**config.mk**
```make
export PLATFORM = sky130hd
export DESIGN_NAME = proj_minhash_sketch
export DESIGN_NICKNAME = d
export VERILOG_FILES = /design/src/rtl/proj_minhash_sketch.sv
export SDC_FILE = /design/constraint.sdc
export NUM_CORES = 1
export LEC_CHECK = 0
export ABC_AREA = 1
export CAP_MARGIN = 0
export CORE_MARGIN = 5
export CORE_UTILIZATION = 50
export DETAILED_ROUTE_END_ITERATION = 8
export GPL_TIMING_DRIVEN = 0
export PLACE_DENSITY = 0.76
export SYNTH_ARGS = -nofsm -noshare
export SYNTH_HDL_FRONTEND = slang
export SYNTH_SLANG_ARGS = --single-unit
export TNS_END_PERCENT = 30
```
**constraint.sdc**
```tcl
create_clock -name clk -period 2.22 [get_ports clk]
set_input_delay 0.444 -clock clk [delete_from_list [all_inputs] [get_ports clk]]
set_output_delay 0.444 -clock clk [all_outputs]
set_load 0.03 [all_outputs]
```
**src/rtl/proj_minhash_sketch.sv**
```systemverilog
// MinHash sketch: evaluates NUM_HASH affine hashes on each accepted k-mer, tracks per-hash minima
// over a sequence and hands the finished signature downstream through a valid/ready handshake.
module proj_minhash_sketch #(
    parameter int KMER_BITS  = 8,
    parameter int HASH_BITS  = 16,
    parameter int NUM_HASH   = 4,
    parameter int SEED_A     = 40503,
    parameter int SEED_B     = 1,
    parameter int COUNT_BITS = 16
) (
    input  logic                          clk,
    input  logic                          rst_n,
    input  logic [KMER_BITS-1:0]          in_kmer,
    input  logic                          in_valid,
    input  logic                          in_last,
    output logic                          in_ready,
    input  logic                          start_over,
    output logic [NUM_HASH*HASH_BITS-1:0] sig,
    output logic                          sig_valid,
    input  logic                          sig_ready,
    output logic [COUNT_BITS-1:0]         kmer_count
);

    localparam int PROD_BITS = HASH_BITS + KMER_BITS;
    localparam logic [HASH_BITS-1:0]  HASH_ONES = '1;
    localparam logic [COUNT_BITS-1:0] COUNT_MAX = '1;

    typedef enum logic {ACCUM, OUTPUT} state_t;

    state_t                state_q;
    logic                  in_ready_q;
    logic                  sig_valid_q;
    logic [COUNT_BITS-1:0] count_q;
    logic [COUNT_BITS-1:0] count_d;
    logic [HASH_BITS-1:0]  hash_val [NUM_HASH];
    logic [HASH_BITS-1:0]  min_q    [NUM_HASH];
    logic [HASH_BITS-1:0]  min_d    [NUM_HASH];

    generate
        for (genvar gi = 0; gi < NUM_HASH; gi++) begin : g_hash
            localparam logic [HASH_BITS-1:0] A_I = HASH_BITS'(SEED_A + 2 * gi);
            localparam logic [HASH_BITS-1:0] B_I = HASH_BITS'(SEED_B * (gi + 1));
            logic [PROD_BITS-1:0] prod;

            // Full-width product, then the sum is truncated: the hash is taken mod 2^HASH_BITS.
            assign prod         = PROD_BITS'(A_I) * PROD_BITS'(in_kmer);
            assign hash_val[gi] = HASH_BITS'(prod + PROD_BITS'(B_I));
            assign min_d[gi]    = (hash_val[gi] < min_q[gi]) ? hash_val[gi] : min_q[gi];
            assign sig[gi*HASH_BITS +: HASH_BITS] = min_q[gi];
        end
    endgenerate

    assign count_d = (count_q == COUNT_MAX) ? count_q : count_q + COUNT_BITS'(1);

    always_ff @(posedge clk or negedge rst_n) begin
        if (!rst_n) begin
            state_q     <= ACCUM;
            in_ready_q  <= 1'b1;
            sig_valid_q <= 1'b0;
            count_q     <= '0;
            for (int i = 0; i < NUM_HASH; i++) min_q[i] <= HASH_ONES;
        end else if (start_over) begin
            // Abandons the sequence even if an accept or a handshake coincides with it.
            state_q     <= ACCUM;
            in_ready_q  <= 1'b1;
            sig_valid_q <= 1'b0;
            count_q     <= '0;
            for (int i = 0; i < NUM_HASH; i++) min_q[i] <= HASH_ONES;
        end else begin
            case (state_q)
                ACCUM: begin
                    if (in_valid) begin
                        count_q <= count_d;
                        for (int i = 0; i < NUM_HASH; i++) min_q[i] <= min_d[i];
                        if (in_last) begin
                            state_q     <= OUTPUT;
                            in_ready_q  <= 1'b0;
                            sig_valid_q <= 1'b1;
                        end
                    end
                end
                OUTPUT: begin
                    if (sig_ready) begin
                        state_q     <= ACCUM;
                        in_ready_q  <= 1'b1;
                        sig_valid_q <= 1'b0;
                        count_q     <= '0;
                        for (int i = 0; i < NUM_HASH; i++) min_q[i] <= HASH_ONES;
                    end
                end
                default: begin
                    state_q     <= ACCUM;
                    in_ready_q  <= 1'b1;
                    sig_valid_q <= 1'b0;
                end
            endcase
        end
    end

    assign in_ready   = in_ready_q;
    assign sig_valid  = sig_valid_q;
    assign kmer_count = count_q;

endmodule

```
==> metrics.md <==
| Metric | Value |
|---|---|
| Worst-Margin Slew | between 0.6 and 0.7 ns |
| DRC | 0 |
| CTS Buf Count | 9 |
| Syn-to-layout area delta | 32.2% |
| Worst r2r src | sig[53]$_DFFE_PN1P_ |
| Yosys warning count | 0 |
| Ratio of cells with drive above 1 in the final layout | a little over a quarter |
| Drt total wl | 37,200 um |
| Hold Slack | about 0.25 ns |
| N_diodes | 0 |
| Slew headroom | between 50% and 60% |
| Port bufs | 95 |
| DP HPWL | 28,000 um |
| Gate Count Post-Synth | 1,548 |
| Sequential share of the synthesized area | 19.2% |
| Post-synth top area cell | ha_1 |
| Largest cells by area after synthesis | ha_1, dfstp_2, nand2_1, fa_1, inv_1 |
| Final Instance Area | ~15,000 sq um |
| Overflow after GRT | 0 |
| Failing checks | negative setup slack |
| Total number of vias | between 10,000 and 15,000 |
| Yosys cell types | 33 |
| Slowest stage cell on the critical path | fa_2 |
| Routability cong. | approximately 0.96 |
| Die width | 160 um |
| Cell Pwr Density | 1690 nW/um^2 |
| Status | finished with violations |
| Worst VDD drop | 1280 uV |
| Fill count | approximately 1,800 |
| Leak | around 7.7 nW |
| Most used cell along the critical path | nand2_1 |
| Placed inst area | roughly 13,000 sq um |
| Initial DRC count | roughly 940 |
| Nets | 1,992 |
| Seq cells post-synth | 83 |
| Die area | ~26,000 sq um |
| I/O pins | between 90 and 100 |
| Setup violators final | 64 |
| CTS max path bufs | 2 |
| Final Util | between 60% and 70% |
| Initial antenna violation count | 0 |
| Required time worst endpoint | ~2.5 ns |
| Worst EP arrival | 5.06 ns |
| WL/cell | around 18 um |
| Initial Util | between 50% and 60% |
| Max-cap violations | 0 |
| Cell Area, Synth | 11,300 sq um |
| CTS H-tree lvls | 3 |
| Total global-route track usage | between 20% and 30% |
| Antenna Violating Nets Remaining | 0 |
| Syn_nets | approximately 1,800 |
| Crit-path max FO | 6 |
| Clk slew on worst S/H paths | ~0.070 ns |
| Worst-skew pair later-pin latency | about 0.36 ns |
| Die Ht | 160 um |
| Fmax | about 0.21 GHz |
| Setup TNS | -156.99 ns |
| Pin count of the biggest net entering global routing | 61 |
| Core Box Area | 22,400 sq um |
| Tmin final | 4.76 ns |
| Root Buffer | clkbuf_16 |
| RSZ-0062 raised after global routing | true |
| CTS Sinks | 83 |
| Max-slew violations | 0 |
| Worst Clk Skew | just under 0.008 ns |
| Number of global-route vias before repair | 11,000 |
| Setup crit end kind | flop |
| Post-CTS Hold Fix Bufs | 0 |
| First-pass GRT wire length | about 57,000 um |
| Rows | 55 |
| Synth top area share | a little under a fifth |
| Crit path launch | in_kmer[6] |
| DR vias/cell | approximately 5.5 |
| CP peak stage delay | approximately 0.61 ns |
| CP Cell Sequence | buf_12, fa_2, inv_2, fa_1, inv_2, fa_1, inv_1, fa_1, inv_2, ha_4, nand2_2, o21ai_0, or2_2, nand2_1, ha_1, nand2_1, nor4_4, nand2_1, nand2_2, nand3_4, nand3_4, buf_6, nand2_1, nand2_1 |
| Worst setup margin | -2.54 ns |
| Worst Hold Class | primary input to asynchronous set/reset pin |
| Worst setup SP type | primary input |
| Synth Area per Inst | 7.28 sq um |
| Final Hold Viols | 0 |
| Pre-antenna DRT Iters | 5 |
| CTS tree | yes |
| Period utilization | 215% |
| Crit path kind | primary input to flop |
-- sequential cells by signal, summed over array words and instances (netlist names) --
| signal | cells |
|---|---|
| in_ready | 1 |
| kmer_count | 16 |
| sig | 64 |
| sig_valid | 1 |
| state_q | 1 |
-- layer usage --
metal	vias to the layer above	global-route usage (%)	share of wire, %	wire, um
li1	5313	-	-	-
met1	5340	36.1	42	15600
met2	405	46.5	47	17500
met3	106	3.97	6.2	2310
met4	0	9.86	4.7	1740
met5	-	0	0	0
-- final timing paths --
kind	endpoint	slack (ns)	cells after the start
setup / recovery	sig[11]$_DFFE_PN1P_	-2.54	24
hold / removal	sig[14]$_DFFE_PN1P_	0.25	1
setup reg to reg	sig[51]$_DFFE_PN1P_	0.13	13
hold reg to reg	in_ready$_DFFE_PN1P_	0.46	2
max in group asynchronous	sig[40]$_DFFE_PN1P_	1.56	2
min in group clk	in_ready$_DFFE_PN1P_	0.46	2
-- placed cells by master (no fill, tap or decap), types with 18 or more instances in the layout --
| cell | instances |
|---|---|
| nand3_1 | 80 |
| dfstp_2 | 65 |
| or2_2 | 19 |
| ha_1 | 125 |
| dfrtp_1 | 18 |
| xor2_1 | 25 |
| nor2_1 | 58 |
| a21oi_2 | 18 |
| fa_1 | 64 |
| a21oi_1 | 31 |
| inv_1 | 276 |
| ha_4 | 38 |
| nand2_1 | 368 |
| nand4_1 | 86 |
| buf_4 | 78 |
| nand2_2 | 58 |
| inv_2 | 24 |
| clkdlybuf4s50_1 | 86 |
-- cell usage after synthesis --
cell type    n
xor2_1      29
or2_1        1
nand3_4      7
a21oi_1     56
nor2_1      77
fa_1        73
buf_6        5
dfrtp_1     18
or2_2       21
a31oi_1      1
nand4_1     86
a21boi_0     1
nand2_2      3
nand3_1     91
clkbuf_1     7
nor3_1      12
nor4_1       7
ha_1       168
nand3_2      2
o21bai_1     4
inv_2        5
dfstp_2     65
buf_2       19
nand2_1    440
inv_1      299
a21o_1       6
xnor2_1      6
buf_4        2
o21a_1       2
o21ai_0     29
nor2_4       1
o21ai_1      3
nand3b_1     2
-- final cells by class --
| cell class | instances | area (sq um) | area share [%] |
|---|---|---|---|
| Clock buffer | 13 | 260 | 1.75 |
| Sequential cell | 83 | 2160 | 14.5 |
| Buffer | 33 | 224 | 1.50 |
| Inverter | 304 | 1160 | 7.76 |
| Tap cell | 285 | 357 | 2.39 |
| Clock inverter | 3 | 46.3 | 0.311 |
| Timing Repair Buffer | 178 | 1700 | 11.4 |
| Multi-Input combinational cell | 1128 | 9000 | 60.4 |
-- worst max-delay path: cells and delay by family --
family / cells / cell delay, ns
fa+ha+maj: 6 / 2.67
buf+inv: 6 / 0.46
compound gates: 1 / 0.25
simple gates: 11 / 1.23
-- power breakdown --
group | switching (mW) | internal [mW]
sequential | 0.599 | 2.57
combinational | 11.9 | 8.50
clock | 0.657 | 0.937
-- cells by family (layout without fill, tap and decap cells) --
kind of cell / Yosys count / count (layout) / synth area share, %
fa+ha+maj: 241 / 241 / 31.6
xor+xnor: 35 / 35 / 2.72
flops: 83 / 83 / 19.2
simple gates: 750 / 750 / 29.8
compound gates: 102 / 102 / 4.83
buf+inv: 337 / 531 / 11.8
-- what timing repair did --
action | 4_1_cts | 5_1_grt
endpoints found under the setup margin | 65 | 67
pin swaps | 39 | 78
cloned | 2 | 2
gates resized for setup | 157 | 187
buffers inserted | 42 | 36
-- stage by stage --
step / total power, mW / instances / setup WS, ns
6_report: 25.2 / 2027 / -2.54
5_1_grt: 27.3 / 2027 / -2.74
4_1_cts: 22.1 / 1989 / -2.53
3_5_place_dp: 18.5 / 1929 / -4.43
3_3_place_gp: 18.2 / 1928 / -4.37
2_1_floorplan: 14.1 / 1548 / -2.40
Note: power is estimated with default switching activity, not from simulation.
